==> src/rtl/wb_stage_pkg.sv <==
// Shared definitions for the writeback stage: load-op codes, FSM states and
// the captured-instruction record.
package wb_stage_pkg;

  localparam int WB_DATA_WIDTH = 32;
  localparam int WB_ADDR_WIDTH = 5;

  localparam logic [2:0] LOP_LB  = 3'd0;
  localparam logic [2:0] LOP_LBU = 3'd1;
  localparam logic [2:0] LOP_LH  = 3'd2;
  localparam logic [2:0] LOP_LHU = 3'd3;
  localparam logic [2:0] LOP_LW  = 3'd4;
  localparam logic [2:0] LOP_LWL = 3'd5;
  localparam logic [2:0] LOP_LWR = 3'd6;
  localparam logic [2:0] LOP_LW7 = 3'd7;

  typedef enum logic [1:0] {
    ST_IDLE      = 2'd0,
    ST_LOAD_WAIT = 2'd1,
    ST_WRITE     = 2'd2
  } wb_state_e;

  typedef struct packed {
    logic [2:0]               load_op;
    logic [1:0]               byte_off;
    logic                     wen;
    logic [WB_ADDR_WIDTH-1:0] dest;
    logic [WB_DATA_WIDTH-1:0] old_rt;
  } wb_req_t;

endpackage

==> src/rtl/wb_stage_if.sv <==
// Retire/memory/reg_file bundle of the writeback stage. slave = the stage,
// master = whoever feeds it.
interface wb_stage_if #(
  parameter int DATA_WIDTH = 32,
  parameter int ADDR_WIDTH = 5
);
  logic                  in_valid;
  logic                  in_ready;
  logic                  in_is_load;
  logic [2:0]            in_load_op;
  logic [1:0]            in_byte_off;
  logic                  in_wen;
  logic [ADDR_WIDTH-1:0] in_dest;
  logic [DATA_WIDTH-1:0] in_result;
  logic [DATA_WIDTH-1:0] in_old_rt;
  logic                  mem_rdata_valid;
  logic [DATA_WIDTH-1:0] mem_rdata;
  logic                  mem_rdata_ready;
  logic                  rf_wen;
  logic [ADDR_WIDTH-1:0] rf_waddr;
  logic [DATA_WIDTH-1:0] rf_wdata;
  logic                  done;

  modport master (
    output in_valid, in_is_load, in_load_op, in_byte_off, in_wen, in_dest,
           in_result, in_old_rt, mem_rdata_valid, mem_rdata,
    input  in_ready, mem_rdata_ready, rf_wen, rf_waddr, rf_wdata, done
  );

  modport slave (
    input  in_valid, in_is_load, in_load_op, in_byte_off, in_wen, in_dest,
           in_result, in_old_rt, mem_rdata_valid, mem_rdata,
    output in_ready, mem_rdata_ready, rf_wen, rf_waddr, rf_wdata, done
  );
endinterface

==> src/rtl/wb_stage_load_align.sv <==
// Little-endian load alignment: picks/extends the addressed byte or halfword,
// or merges memory with old rt for the unaligned LWL/LWR pair.
module wb_stage_load_align
  import wb_stage_pkg::*;
(
  input  logic [2:0]               op,
  input  logic [1:0]               off,
  input  logic [WB_DATA_WIDTH-1:0] mem_rdata,
  input  logic [WB_DATA_WIDTH-1:0] old_rt,
  output logic [WB_DATA_WIDTH-1:0] aligned
);
  logic [7:0]  byte_sel;
  logic [15:0] half_sel;

  always_comb begin
    byte_sel = mem_rdata[{off, 3'b000} +: 8];
    half_sel = off[1] ? mem_rdata[31:16] : mem_rdata[15:0];
    aligned  = mem_rdata;
    case (op)
      LOP_LB:  aligned = {{24{byte_sel[7]}}, byte_sel};
      LOP_LBU: aligned = {24'd0, byte_sel};
      LOP_LH:  aligned = {{16{half_sel[15]}}, half_sel};
      LOP_LHU: aligned = {16'd0, half_sel};
      LOP_LWL: begin
        case (off)
          2'd0:    aligned = {mem_rdata[7:0],  old_rt[23:0]};
          2'd1:    aligned = {mem_rdata[15:0], old_rt[15:0]};
          2'd2:    aligned = {mem_rdata[23:0], old_rt[7:0]};
          default: aligned = mem_rdata;
        endcase
      end
      LOP_LWR: begin
        case (off)
          2'd1:    aligned = {old_rt[31:24], mem_rdata[31:8]};
          2'd2:    aligned = {old_rt[31:16], mem_rdata[31:16]};
          2'd3:    aligned = {old_rt[31:8],  mem_rdata[31:24]};
          default: aligned = mem_rdata;
        endcase
      end
      LOP_LW, LOP_LW7: aligned = mem_rdata;
      default:         aligned = mem_rdata;
    endcase
  end
endmodule

==> src/rtl/wb_stage.sv <==
// Writeback stage: accepts one retiring instruction, waits for load data if
// needed, then issues a single registered reg_file write plus a done pulse.
module wb_stage
  import wb_stage_pkg::*;
#(
  parameter int DATA_WIDTH = WB_DATA_WIDTH,
  parameter int ADDR_WIDTH = WB_ADDR_WIDTH
) (
  input logic       clk,
  input logic       rst,
  wb_stage_if.slave bus
);
  wb_state_e             state_q, state_d;
  wb_req_t               req_q, req_d;
  logic                  rf_wen_q, rf_wen_d;
  logic                  done_q, done_d;
  logic [ADDR_WIDTH-1:0] rf_waddr_q, rf_waddr_d;
  logic [DATA_WIDTH-1:0] rf_wdata_q, rf_wdata_d;
  logic [DATA_WIDTH-1:0] aligned;

  wb_stage_load_align u_load_align (
    .op        (req_q.load_op),
    .off       (req_q.byte_off),
    .mem_rdata (bus.mem_rdata),
    .old_rt    (req_q.old_rt),
    .aligned   (aligned)
  );

  // rf_wen/done are loaded on the edge that enters WRITE, so they are high
  // for exactly the WRITE cycle and cleared on the way back to IDLE.
  always_comb begin
    state_d    = state_q;
    req_d      = req_q;
    rf_wen_d   = 1'b0;
    done_d     = 1'b0;
    rf_waddr_d = rf_waddr_q;
    rf_wdata_d = rf_wdata_q;
    case (state_q)
      ST_IDLE: begin
        if (bus.in_valid) begin
          req_d.load_op  = bus.in_load_op;
          req_d.byte_off = bus.in_byte_off;
          req_d.wen      = bus.in_wen;
          req_d.dest     = bus.in_dest;
          req_d.old_rt   = bus.in_old_rt;
          if (bus.in_is_load) begin
            state_d = ST_LOAD_WAIT;
          end else begin
            state_d    = ST_WRITE;
            rf_wen_d   = bus.in_wen && (bus.in_dest != '0);
            done_d     = 1'b1;
            rf_waddr_d = bus.in_dest;
            rf_wdata_d = bus.in_result;
          end
        end
      end
      ST_LOAD_WAIT: begin
        if (bus.mem_rdata_valid) begin
          state_d    = ST_WRITE;
          rf_wen_d   = req_q.wen && (req_q.dest != '0);
          done_d     = 1'b1;
          rf_waddr_d = req_q.dest;
          rf_wdata_d = aligned;
        end
      end
      ST_WRITE: state_d = ST_IDLE;
      default:  state_d = ST_IDLE;
    endcase
  end

  always_ff @(posedge clk or posedge rst) begin
    if (rst) begin
      state_q    <= ST_IDLE;
      req_q      <= '0;
      rf_wen_q   <= 1'b0;
      done_q     <= 1'b0;
      rf_waddr_q <= '0;
      rf_wdata_q <= '0;
    end else begin
      state_q    <= state_d;
      req_q      <= req_d;
      rf_wen_q   <= rf_wen_d;
      done_q     <= done_d;
      rf_waddr_q <= rf_waddr_d;
      rf_wdata_q <= rf_wdata_d;
    end
  end

  assign bus.in_ready        = (state_q == ST_IDLE);
  assign bus.mem_rdata_ready = (state_q == ST_LOAD_WAIT);
  assign bus.rf_wen          = rf_wen_q;
  assign bus.rf_waddr        = rf_waddr_q;
  assign bus.rf_wdata        = rf_wdata_q;
  assign bus.done            = done_q;
endmodule

==> src/flat_wrapper.sv <==
// flat-port wrapper written by rule: the top's interface ports become plain ports
module wb_stage_flat import wb_stage_pkg::*;
#(
  parameter int DATA_WIDTH = WB_DATA_WIDTH,
  parameter int ADDR_WIDTH = WB_ADDR_WIDTH
)
  (clk, rst, bus_in_valid, bus_in_is_load, bus_in_load_op, bus_in_byte_off, bus_in_wen, bus_in_dest, bus_in_result, bus_in_old_rt, bus_mem_rdata_valid, bus_mem_rdata, bus_in_ready, bus_mem_rdata_ready, bus_rf_wen, bus_rf_waddr, bus_rf_wdata, bus_done);
  wb_stage_if #(.DATA_WIDTH(DATA_WIDTH), .ADDR_WIDTH(ADDR_WIDTH)) bus_i ();
  input logic clk;
  input logic rst;
  input wire logic [$bits(bus_i.in_valid)-1:0] bus_in_valid;
  input wire logic [$bits(bus_i.in_is_load)-1:0] bus_in_is_load;
  input wire logic [$bits(bus_i.in_load_op)-1:0] bus_in_load_op;
  input wire logic [$bits(bus_i.in_byte_off)-1:0] bus_in_byte_off;
  input wire logic [$bits(bus_i.in_wen)-1:0] bus_in_wen;
  input wire logic [$bits(bus_i.in_dest)-1:0] bus_in_dest;
  input wire logic [$bits(bus_i.in_result)-1:0] bus_in_result;
  input wire logic [$bits(bus_i.in_old_rt)-1:0] bus_in_old_rt;
  input wire logic [$bits(bus_i.mem_rdata_valid)-1:0] bus_mem_rdata_valid;
  input wire logic [$bits(bus_i.mem_rdata)-1:0] bus_mem_rdata;
  output wire logic [$bits(bus_i.in_ready)-1:0] bus_in_ready;
  output wire logic [$bits(bus_i.mem_rdata_ready)-1:0] bus_mem_rdata_ready;
  output wire logic [$bits(bus_i.rf_wen)-1:0] bus_rf_wen;
  output wire logic [$bits(bus_i.rf_waddr)-1:0] bus_rf_waddr;
  output wire logic [$bits(bus_i.rf_wdata)-1:0] bus_rf_wdata;
  output wire logic [$bits(bus_i.done)-1:0] bus_done;
  assign bus_i.in_valid = bus_in_valid;
  assign bus_i.in_is_load = bus_in_is_load;
  assign bus_i.in_load_op = bus_in_load_op;
  assign bus_i.in_byte_off = bus_in_byte_off;
  assign bus_i.in_wen = bus_in_wen;
  assign bus_i.in_dest = bus_in_dest;
  assign bus_i.in_result = bus_in_result;
  assign bus_i.in_old_rt = bus_in_old_rt;
  assign bus_i.mem_rdata_valid = bus_mem_rdata_valid;
  assign bus_i.mem_rdata = bus_mem_rdata;
  assign bus_in_ready = bus_i.in_ready;
  assign bus_mem_rdata_ready = bus_i.mem_rdata_ready;
  assign bus_rf_wen = bus_i.rf_wen;
  assign bus_rf_waddr = bus_i.rf_waddr;
  assign bus_rf_wdata = bus_i.rf_wdata;
  assign bus_done = bus_i.done;
  wb_stage #(.DATA_WIDTH(DATA_WIDTH), .ADDR_WIDTH(ADDR_WIDTH)) u_core (.clk(clk), .rst(rst), .bus(bus_i));
endmodule
==> config.mk <==
export PLATFORM = sky130hd
export DESIGN_NAME = wb_stage_flat
export DESIGN_NICKNAME = d
export VERILOG_FILES = /design/src/rtl/wb_stage_pkg.sv /design/src/rtl/wb_stage_if.sv /design/src/rtl/wb_stage_load_align.sv /design/src/rtl/wb_stage.sv /design/src/flat_wrapper.sv
export SDC_FILE = /design/constraint.sdc
export NUM_CORES = 1
export LEC_CHECK = 0
export ABC_CLOCK_PERIOD_IN_PS = 4200
export BUFFER_PORTS_ARGS = -buffer_cell sky130_fd_sc_hd__buf_2
export CAP_MARGIN = 40
export CORE_MARGIN = 2
export CORE_UTILIZATION = 25
export CTS_CLUSTER_DIAMETER = 50
export CTS_CLUSTER_SIZE = 12
export DETAILED_ROUTE_END_ITERATION = 12
export PLACE_DENSITY = 0.51
export RECOVER_POWER = 25
export SYNTH_ARGS = -nofsm -noshare
export SYNTH_HDL_FRONTEND = slang
export SYNTH_SLANG_ARGS = --single-unit
==> constraint.sdc <==
create_clock -name clk -period 4.2 [get_ports clk]
set_input_delay 0.42 -clock clk [delete_from_list [all_inputs] [get_ports clk]]
set_output_delay 0.42 -clock clk [all_outputs]
set_load 0.02 [all_outputs]
=== Word-level counts from Yosys, hierarchy flattened ===
Index checks and enable logic that the tools add are counted.

* Bits in registers: 84
* Latch bits: 0
* RAM bits: 0
* Bits in read-only memories: 0
* Bits of input ports: 112
* Output and inout bits: 41
* Logic and storage cells: 61
* Memories: 0

* $add $sub $neg: 0
* Multipliers: 0
* Div/mod/pow operators: 0
* Order comparisons: 0
* Equality and inequality tests: 14
* Shifts and indexed selects: 1
* Muxes and demuxes: 24
* Bitwise gates (word level): 0
* Reductions and logical operators: 12

{| class="wikitable"
|+ Operators by type and width
! kind !! number
|-
| 32-bit case mux with 7 select lines || 1
|-
| 32-bit case mux with 3 select lines || 2
|-
| 32-bit 2-to-1 mux || 3
|-
| 32-bit case mux with 2 select lines || 1
|-
| 32-bit by 6-bit variable part select with 8-bit output || 1
|-
| 16-bit 2-to-1 mux || 1
|-
| 5-bit 2-to-1 mux || 3
|-
| 3-bit equality test (second input constant) || 4
|-
| 5-bit case mux with 2 select lines || 1
|-
| 5-bit nonzero test || 2
|-
| 3-bit by 2-bit equality test with 1-bit output (second input constant) || 2
|-
| 1-bit 2-to-1 mux || 6
|-
| 2-bit 2-to-1 mux || 3
|-
| 2-bit != test (second input constant) || 3
|-
| 2-bit by 1-bit equality test with 1-bit output (second input constant) || 2
|-
| 2-bit equality test (second input constant) || 2
|-
| 2-bit zero test || 2
|-
| 1-bit case mux with 2 select lines || 2
|-
| 2-bit case mux with 2 select lines || 1
|-
| 2-bit AND reduction || 2
|-
| 4-bit AND reduction || 1
|-
| 3-bit by 1-bit equality test with 1-bit output (second input constant) || 1
|-
| 3-bit zero test || 1
|-
| 1-bit logical AND || 2
|-
| other kinds (2) || 2
|}

=== Logic depth before layout (Yosys ltp) ===
Gate-level depths: netlist of run 1.

* Word-level depth: 5
* Depth in mapped cells: 9
* Mapped depth without buffers: 8

=== Hierarchy ===
A second synthesis of run 1 with hierarchy kept.

* Cells, all modules: 528
* Area, all modules: 5853.1 um2

{| class="wikitable"
|+ By module, submodules not included
! module !! times used !! cells each !! area an instance (um2) !! seq. area each (um2)
|-
| wb_stage || 1 || 230 || 3673.5 || 2102.0
|-
| wb_stage_load_align || 1 || 298 || 2179.6 || 0.0
|}

=== Least setup slack after synthesis of run 1 ===
OpenSTA, ideal clock, no wires.

* Kind: register -> output
* Start point: register u_core.state_q[1]
* End point: output bus_mem_rdata_ready
* Data arrival time: 1.341 ns
* Slack: 2.439 ns
* Stages on the path, launching flop included: 5
* Path buffers: 2
* Cell sequence: dfrtp_1 > nand2b_1 > inv_2 > buf_2 > buf_1

* Longest elaborated chain between the ends: 1

{| class="wikitable"
|+ Ends and longest elaborated chain
! element !! line !! RTL
|-
| start: declaration || wb_stage.sv:13 || <nowiki>wb_state_e state_q, state_d;</nowiki>
|-
| start signal: assignment || wb_stage.sv:80 || <nowiki>state_q <= state_d;</nowiki>
|-
| 2-bit by 1-bit equality test with 1-bit output || wb_stage.sv:90 || <nowiki>assign bus.mem_rdata_ready = (state_q == ST_LOAD_WAIT);</nowiki>
|-
| end: declaration || flat_wrapper.sv:22 || <nowiki>output wire logic [$bits(bus_i.mem_rdata_ready)-1:0] bus_mem_rdata_ready;</nowiki>
|}

Every way passes these cells.

=== Final worst setup path of run 1 ===
* Start point: register u_core.req_q[39] (netlist bit)
* End point: register u_core.rf_wdata_q[10] (netlist: u_core.bus.rf_wdata[10])

* Longest elaborated chain between the ends: 5
* Elaborated cells between the ends (all ways): 11

{| class="wikitable"
|+ Ends and longest elaborated chain
! element !! line !! RTL
|-
| start: declaration || wb_stage.sv:14 || <nowiki>wb_req_t req_q, req_d;</nowiki>
|-
| start signal: assignment || wb_stage.sv:81 || <nowiki>req_q <= req_d;</nowiki>
|-
| parallel branches: the longest is 2 deep, another holds 32-bit by 6-bit variable part select with 8-bit output || - ||
|-
| 32-bit case mux with 7 select lines (*) || wb_stage_load_align.sv:19 || <nowiki>case (op)</nowiki>
|-
| 32-bit 2-to-1 mux (*) || wb_stage.sv:58 || <nowiki>if (bus.mem_rdata_valid) begin</nowiki>
|-
| 32-bit case mux with 2 select lines (*) || wb_stage.sv:38 || <nowiki>case (state_q)</nowiki>
|-
| end signal: assignment || wb_stage.sv:85 || <nowiki>rf_wdata_q <= rf_wdata_d;</nowiki>
|-
| end: declaration || wb_stage.sv:18 || <nowiki>logic [DATA_WIDTH-1:0] rf_wdata_q, rf_wdata_d;</nowiki>
|}

Every way passes the cells marked *. The select of a mux whose other input is x is not followed.
A chain may end at the register's enable or synchronous reset.

==> impl_results.md, run 1 <==
- Layout cells sized above 1: 0.310
- Critical-path cell list: buf_4, mux2i_1, o22ai_1, a2111oi_0, buf_1, a211oi_1
- Largest net degree at the start of global routing: 42
- Reg2reg end: u_core.bus.rf_wdata[10]
- Failing checks: capacitance limit, slew limit
- Largest stage delay, worst path: 0.76 ns
- Core area: 21700 um^2
- Netlist cell types: 59
- Post-CTS Setup Repair Bufs: 0
- Pwr dens: 596 nW/um^2
- Via count: 5230
- Final instance area: 6730 um^2
- Number of global-route vias before repair: just over 5000
- Leading area contributor after synthesis: dfrtp_1
- Max Cap Viol: 2
- CTS Hold Bufs: 0
- H-Tree Depth: 3
- Net Count, Synth: 702
- Row cnt: 54
- Delay-heaviest family, CP: flip-flops
- Clock buffer count from CTS: 9
- Length of the first detailed-routing pass in iterations: 7
- First-pass GRT wire length: 31600 um
- Asr flop ratio synth: 1.00
- # setup viols final: 0
- Crit path depth: 6
- EDFF count, synth: 0
- R2R setup slack: 1.36 ns
- DR iter-0 viols: around 440
- Yosys top cell area share: 0.382
- Startpoint types: register
- Worst Setup End Kind: register
- Slowest CP cell: dfrtp_2
- Lkg Pwr: 2.93 nW
- Total global routing overflow: 0
- CTS max path bufs: 2
- # resized after CTS: 0
- Clock slew at reported path FFs: 0.08 ns
- GPL Wtd Cong: 0.896
- Post-DRT Antenna Nets: 0
- DR WL/cell: 20.5 um
- Worst Path Arrival: 3.03 ns
- Synth area leaders: dfrtp_1 38%, mux2i_1 8.9%, mux2_2 6.8%
- Ys Warns: 0
- Final Non-Filler Cells: 1004
- Syn Area/Cell: 9.32 um^2
- Num Clock Sinks: between 80 and 90
- Slew headroom: -0.220
- Die area: 23200 um^2
- GRT Util Overall: 0.177
- Post-layout min period: around 2.8 ns
- Synth Cell Area: 5500 um^2
- CTS tree: done
- Root Driver: clkbuf_16
- RR Startpoint: u_core.req_q[39]
- Final nets: 830
- Worst-Margin Slew: 1.83 ns
- Cell count after synthesis: 590
- Max Clock Skew: 0.0127 ns
- Post-route clock period utilization: 0.676
- CP bufs+invs: 2
- Setup tns final: 0 ns
- Psw: 1.77 mW
- DRC: 0
- Final hold slack: 0.189 ns
- Sequential power share: 0.345
- Die Wd: 152 um
- #FFs+latches synth: 84
- Crit path required time: roughly 4.4 ns
- Die height: 152 um
- Placed cell count: 987
- Max FO, Critical Path: 37
- # port buffers: ~150
- Placement Cell Area: ~6500 um^2
- DP HPWL: between 15000 and 20000 um
- Clock latency on the worst-skew pair: around 0.36 ns
- Hold Crit Class: in2async
- Fin. Hold Viols: 0
- Setup CP Type: reg2reg
- Internal Power: 2.24 mW
- Initial antenna violation count: 2
- Critical path origin: u_core.req_q[39]
- Fill count: between 2000 and 2500
- Routed wire length: 20600 um
- Max frequency: 352 MHz
- Fin util: 0.310
- # IOs: 153
- RSZ-0062 raised after global routing: no
- Area Growth Syn to Fin: 22.4%
- VDD IR max: 0.163 mV
- Ys flop type: dfrtp_1
- Initial Util: 0.253
- Combinational Power Share: 0.458
- Status: complete, but fails checks
- Switching portion of total power: 0.441
- Max-slew violations: 68
- Clock power share: 0.198
- Seq/Total Area, Yosys: 0.382
- Via/cell ratio: 5.21
- R2R cell count: 6
==> cells in the final DEF (no fill, tap or decap), drive strengths merged, types with 4 or more instances in the layout <==
cell	instances
a2111oi	5
a211o	5
a211oi	7
a21oi	38
a221o	4
a22o	7
a31oi	20
buf	160
clkbuf	11
dfrtp	84
inv	19
mux2	45
mux2i	51
nand2	35
nand2b	8
nand3	9
nor2	42
nor2b	6
nor3	12
o211ai	4
o21ai	53
o221ai	9
o22ai	36
or3	13
==> area by class of cell <==
type	count	area [um^2]	share of cell area
multi-input combinational	446	3090	0.460
sequential	84	2100	0.313
timing repair buffer	162	825	0.123
tap	280	350	0.0521
clock buffer	9	225	0.0335
clock inverter	7	66.3	0.00986
inverter	15	60.1	0.00893
antenna	1	2.50	0.000372
==> how the worst max path moves through the flow <==
| stage | to | slack, ns |
|---|---|---|
| 3_5_place_dp | u_core.bus.rf_wdata[10] | 1.43 |
| 3_3_place_gp | u_core.bus.rf_wdata[10] | 1.17 |
| 2_1_floorplan | u_core.bus.done | 1.61 |
| 6_report | u_core.bus.rf_wdata[10] | 1.36 |
| 4_1_cts | u_core.bus.rf_wdata[10] | 1.42 |
| 5_1_grt | u_core.bus.rf_wdata[10] | 1.03 |
==> sequential cells by signal, summed over array words and instances, names as in the netlist <==
signal and count:
u_core.state_q 2, u_core.req_q 43, u_core.bus.rf_waddr 5, u_core.bus.done 1
u_core.bus.rf_wdata 32, u_core.bus.rf_wen 1
==> cell usage after synthesis (all sizes together), types with 3 or more instances <==
library cell	n
inv	15
or3	13
nand3	9
clkbuf	12
nand3b	3
a21o	3
nand2	35
a31oi	20
o21ai	53
buf	33
dfrtp	84
nand2b	8
nor2	42
a211o	5
a2111oi	5
o211ai	4
nor3	12
a221oi	3
o22ai	36
mux2	45
o221ai	9
nor2b	6
a22o	7
a221o	4
mux2i	51
a211oi	7
a21oi	38
==> worst reg2reg max path, delay by kind of cell (launching register included) <==
family          cells  cell delay (ns)
compound gates      3             0.74
buf+inv             2             0.73
flops               1             0.76
mux                 1             0.46
==> power by group through the flow <==
stage / sequential [mW] / combinational, mW / clock [mW]
after global routing: 1.43 / 2.00 / 0.851
after CTS: 1.38 / 1.84 / 0.812
after detailed placement: 1.39 / 1.83 / 0
after global placement: 1.40 / 1.81 / 0
after floorplan: 1.47 / 1.16 / 0
final: 1.38 / 1.83 / 0.792
==> stage by stage <==
stage,power [mW],worst slack [ns]
after detailed placement,3.22,1.43
after CTS,4.03,1.42
after floorplan,2.63,1.61
after global routing,4.28,1.03
final,4.01,1.36
after global placement,3.21,1.17
==> kinds of logic after synthesis <==
| kind of cell | count (synthesis) | synth area share |
|---|---|---|
| and+or+nand+nor | 143 | 0.133 |
| DFF | 84 | 0.382 |
| AOI/OAI and AO/OA | 207 | 0.242 |
| buffers and inverters | 60 | 0.0555 |
| muxes | 96 | 0.186 |
==> layer usage <==
metal,part of all wire,wire length (um),GRT usage,vias to the layer above
met1,0.47,9750,0.248,2488
li1,-,-,-,2495
met2,0.43,8770,0.260,202
met3,0.067,1370,0.0404,43
met4,0.034,699,0.0774,2
met5,0.00063,13,0,-
No activity file was read; power rests on OpenSTA's default activity.
==> run 2: changes to the inputs <==
- ABC_CLOCK_PERIOD_IN_PS: 4200 -> 2450
- PLACE_DENSITY: 0.51 -> 0.53
- clock period: 4.2 -> 2.45 ns (I/O delays scaled with it)
==> run 2 against run 1 <==
The flow now finishes without violations. Total power is 74% higher. Wire length is 3.2% higher. Cell count is 2.2% higher. Combinational power is 85% higher. Cell area is 3.2% higher. Sequential share of layout area is 0.98 points lower. Non-clock buffer count is 23 higher.
==> impl_results.md, run 2 (same netlist as run 1, synthesis figures left out) <==
- Clock latency on the worst-skew pair: 0.36 ns
- # setup viols final: 0
- Max Cap Viol: 0
- Max-slew violations: 0
- DR iter-0 viols: 454
- H-Tree Depth: 3
- Worst Path Arrival: 2.55 ns
- Length of the first detailed-routing pass in iterations: 5
- Post-layout min period: around 2.3 ns
- Pwr dens: 1010 nW/um^2
- Most frequent cells in the layout: 145 x buf_2, 83 x dfrtp_1, 49 x mux2i_1, 40 x nor2_1, 38 x a21oi_1
- CTS tree: done
- Post-DRT Antenna Nets: 0
- Final hold slack: 0.0943 ns
- Setup tns final: 0 ns
- Num Clock Sinks: between 80 and 90
- Largest net degree at the start of global routing: between 50 and 60
- Routed wire length: 21300 um
- DRC: 0
- Root Driver: clkbuf_16
- Setup ws final: about 0.11 ns
- CTS max path bufs: 2
- Max reg flops: 43
- Die Wd: 152 um
- Die height: 152 um
- GPL Wtd Cong: 0.948
- Core area: 21700 um^2
- Slowest CP cell: a2111oi_0
- CP bufs+invs: 1
- RR Startpoint: u_core.req_q[39]
- Ant. Diodes: 0
- Clock slew at reported path FFs: about 0.07 ns
- Row cnt: 54
- Max Clock Skew: roughly 0.016 ns
- GRT Util Overall: 0.182
- Via/cell ratio: 5.18
- Clock buffer count from CTS: 9
- Slew headroom: 0.0613
- Number of global-route vias before repair: approximately 5300
- Worst-Margin Slew: ~1.4 ns
- Max frequency: 427 MHz
- Setup CP Type: reg2reg
- First-pass GRT wire length: around 33000 um
- Layout cells sized above 1: 0.324
- # IOs: 153
- Total global routing overflow: 0
- VDD IR max: 0.281 mV
- Power consumption: 6.99 mW
- Initial antenna violation count: 0
- Hold_sp: bus_in_load_op[2]
- Max FO, Critical Path: 54
- Area Growth Syn to Fin: 26.3%
- Post-route clock period utilization: 0.957
- Startpoint types: register
- Die area: roughly 23000 um^2
- Most common cell after layout, fill and taps aside: buf_2
- Critical path origin: u_core.req_q[39]
- Initial Util: 0.253
- Crit path required time: 2.66 ns
- Via count: about 5300
- Largest stage delay, worst path: 0.66 ns
- Status: finished clean
- Most flop-heavy register: u_core.req_q
- DP HPWL: 16400 um
- Final nets: ~850
- Worst slack, placed: between 0.2 and 0.25 ns
- RSZ-0062 raised after global routing: no
- Delay-heaviest family, CP: compound AO/OA/AOI/OAI gates
- Fin. Hold Viols: 0
- Critical-path cell list: buf_12, mux2i_1, o22ai_1, a2111oi_0, a211oi_1
- Fill count: 2311
- Hold Crit Class: in2reg
- Lkg Pwr: 3.04 nW
- Worst Setup End Kind: register
- # port buffers: 152
- DR WL/cell: roughly 21 um
run 2: final timing paths:
| path | endpoint | slack [ns] | cells after the start |
|---|---|---|---|
| min in group asynchronous | u_core.bus.rf_waddr[0] | 0.73 | 3 |
| setup / recovery | u_core.bus.rf_wdata[10] | 0.11 | 5 |
| setup reg to reg | u_core.bus.rf_wdata[10] | 0.11 | 5 |
| hold reg to reg | u_core.bus.rf_wdata[28] | 0.48 | 2 |
| max in group asynchronous | u_core.bus.rf_wdata[13] | 0.78 | 4 |
| hold / removal | u_core.req_q[42] | 0.09 | 3 |
run 2: worst min-delay path: cells and delay by family:
| family | cells | cell delay (ns) |
|---|---|---|
| buffers and inverters | 1 | 0.08 |
| and+or+nand+nor | 1 | 0.04 |
| AOI/OAI and AO/OA | 1 | 0.05 |
run 2: final cells by class:
type / instances / area, um^2 / share of cell area
Tap cell: 280 / 350 / 0.0505
Timing Repair Buffer: 185 / 1050 / 0.152
Sequential cell: 84 / 2100 / 0.303
Clock buffer: 9 / 225 / 0.0324
Inverter: 15 / 60.1 / 0.00865
Clock inverter: 7 / 58.8 / 0.00847
Multi-Input combinational cell: 446 / 3090 / 0.446
run 2: where the power goes:
| part | internal, mW | switching (mW) | total, mW |
|---|---|---|---|
| combinational | 1.35 | 2.04 | 3.39 |
| clock | 0.699 | 0.621 | 1.32 |
| sequential | 1.89 | 0.395 | 2.29 |
| total | 3.94 | 3.05 | 6.99 |
run 2: layer usage:
layer / vias to the layer above / track usage / part of all wire
met5: - / 0 / 0
met4: 0 / 0.0685 / 0.023
met3: 31 / 0.0375 / 0.063
met2: 197 / 0.272 / 0.44
met1: 2545 / 0.258 / 0.48
li1: 2537 / - / -
run 2: timing repair:
action | in CTS | in global routing
gates resized for setup | 0 | 0
hold endpoints to repair | 25 | 0
buffers inserted | 0 | 0
setup endpoints to repair | 0 | 0
hold buffers | 1 | 0
run 2: per-stage QoR:
stage / util / instance area (um^2) / instances
after floorplan: - / 5500 / 590
after global placement: 0.307 / 6660 / 1009
after detailed placement: 0.307 / 6660 / 1009
after CTS: 0.321 / 6950 / 1026
after global routing: 0.320 / 6940 / 1026
final: 0.320 / 6940 / 1026
==> run 3: changes to the inputs <==
- CELL_PAD_IN_SITES_DETAIL_PLACEMENT: default -> 1
- CELL_PAD_IN_SITES_GLOBAL_PLACEMENT: default -> 1
- PLACE_DENSITY: 0.53 -> 0.64
==> run 3 against run 2 <==
Sequential share of layout area down 0.24 points. Via count is 1.1% higher. Clock power rose by 8%. Maximum frequency grew 4.2%. Total power rose by 2.9%. Register-to-register slack better by 0.095 ns. Worst setup slack gained 0.095 ns. Sequential cell count stayed put. Non-clock buffer count is 1 higher. Clock-buffer cell count stayed put. Cell count barely moved. Wire length increased by 5.3%. Critical endpoint is now u_core.bus.rf_wdata[7]. Largest cell class unchanged.
==> impl_results.md, run 3 (same netlist as run 1, synthesis figures left out) <==
- Total global routing overflow: 0
- Worst-Margin Slew: ~1.1 ns
- Most common cell on crit path: buf_4
- VDD IR max: approximately 0.29 mV
- Layout cells sized above 1: 0.336
- Final instance area: roughly 7000 um^2
- Worst slack, placed: approximately 0.19 ns
- Largest stage delay, worst path: 0.61 ns
- Post-DRT Antenna Nets: 0
- Delay-heaviest family, CP: compound AO/OA/AOI/OAI gates
- Pwr dens: 1030 nW/um^2
- Final hold slack: 0.103 ns
- Worst Path Arrival: 2.49 ns
- R2R setup slack: 0.20 ns
- RR Startpoint: u_core.req_q[42]
- Via count: 5367
- Clock buffer count from CTS: 9
- Most frequent cells in the layout: 152 x buf_2, 83 x dfrtp_1, 48 x mux2i_1, 40 x nor2_1, 38 x a21oi_1
- Routed wire length: 22400 um
- DR WL/cell: 21.8 um
- Reg2reg end: u_core.bus.rf_wdata[7]
- Die height: 152 um
- Startpoint types: register
- Max frequency: 445 MHz
- GRT Util Overall: 0.192
- # setup viols final: 0
- Most common cell after layout, fill and taps aside: buf_2
- Area Growth Syn to Fin: 27.4%
- Lkg Pwr: 3.08 nW
- Hold_sp: bus_in_old_rt[9]
- Root Driver: clkbuf_16
- Internal Power: 4.07 mW
- R2R cell count: 7
- First-pass GRT wire length: 34300 um
- H-Tree Depth: 3
- CTS tree: done
- DRC: 0
- Psw: 3.12 mW
- Critical-path cell list: buf_4, nor2b_1, buf_4, o211a_1, a2111oi_0, buf_4, o21ai_1
- Post-CTS Setup Repair Bufs: 0
- Final nets: 854
- Hold Crit Endpoint: u_core.req_q[9]
- Length of the first detailed-routing pass in iterations: 5
- Number of global-route vias before repair: 5510
- Fin. Hold Viols: 0
- Core area: 21700 um^2
- Setup ws final: 0.201 ns
- Die Wd: 152 um
- Slowest CP cell: dfrtp_1
- Post-layout min period: 2.25 ns
- Critical path origin: u_core.req_q[42]
- Worst Setup End Kind: register
- RSZ-0062 raised after global routing: no
- Max FO, Critical Path: 17
- Crit path required time: 2.69 ns
- Clock slew at reported path FFs: approximately 0.07 ns
- Sequential power share: 0.320
- Via/cell ratio: 5.23
- Placement Cell Area: 6680 um^2
- Post-route clock period utilization: 0.918
- # IOs: 153
- Initial antenna violation count: 2
- # port buffers: about 150
- Hold Crit Class: in2reg
- DR iter-0 viols: 333
- Max Cap Viol: 0
- Max Clock Skew: roughly 0.0084 ns
- Max reg flops: 43
- Max-slew violations: 0
- Power consumption: around 7.2 mW
- Combinational Power Share: 0.481
- Largest net degree at the start of global routing: 59
- Switching portion of total power: 0.434
- Initial Util: 0.253
- Ant. Diodes: 0
- CP bufs+invs: 3
- Row cnt: 54
- Most flop-heavy register: u_core.req_q
- Status: finished clean
- Setup tns final: 0 ns
- Slew headroom: 0.250
- Worst Hold Path Cells: 2
- Clock power share: 0.199
- Die area: 23200 um^2
- CTS max path bufs: 2
- Clock latency on the worst-skew pair: roughly 0.35 ns
- Num Clock Sinks: 84
- DP HPWL: about 17000 um
- Setup CP Type: reg2reg
- GPL Wtd Cong: about 0.92
==> run 3: area by class of cell <==
| type | instances | area (um^2) |
|---|---|---|
| Tap cell | 280 | 350 |
| Clock buffer | 9 | 225 |
| Fill cell | 2563 | 14700 |
| Sequential cell | 84 | 2100 |
| Multi-Input combinational cell | 446 | 3100 |
| Clock inverter | 7 | 82.6 |
| Timing Repair Buffer | 186 | 1080 |
| Inverter | 15 | 60.1 |
==> run 3: through the flow <==
step	cells	util
floorplan	590	-
global placement	1010	0.308
detailed placement	1010	0.308
CTS	1027	0.323
global route	1027	0.323
finish	1027	0.323
==> run 3: worst max path at each step <==
stage	to	slack, ns	depth (start not counted)
after CTS	u_core.bus.rf_wdata[7]	0.17	7
after floorplan	u_core.bus.done	0.04	1
after detailed placement	u_core.bus.rf_wdata[7]	0.19	7
after global placement	u_core.bus.rf_wdata[7]	0.18	7
final	u_core.bus.rf_wdata[7]	0.20	7
after global routing	u_core.bus.rf_wdata[7]	0.06	7
==> run 3: power groups by stage <==
stage / Clock, mW / Combinational (mW) / Sequential [mW]
2_1_floorplan: 0 / 1.99 / 2.52
6_report: 1.43 / 3.46 / 2.30
5_1_grt: 1.54 / 3.74 / 2.38
3_5_place_dp: 0 / 3.45 / 2.33
4_1_cts: 1.48 / 3.46 / 2.30
3_3_place_gp: 0 / 3.41 / 2.32
==> run 3: per-layer routing <==
metal | GRT usage | vias to the layer above | wire, um
li1 | - | 2542 | -
met2 | 0.300 | 178 | 10200
met5 | 0 | - | 13
met4 | 0.0561 | 2 | 460
met1 | 0.267 | 2621 | 10300
met3 | 0.0427 | 24 | 1390
==> run 3: repair_timing <==
action,4_1_cts,5_1_grt
endpoints found under the hold margin,19,0
setup endpoints to repair,0,1
gates resized for setup,0,1
hold buffers,1,0
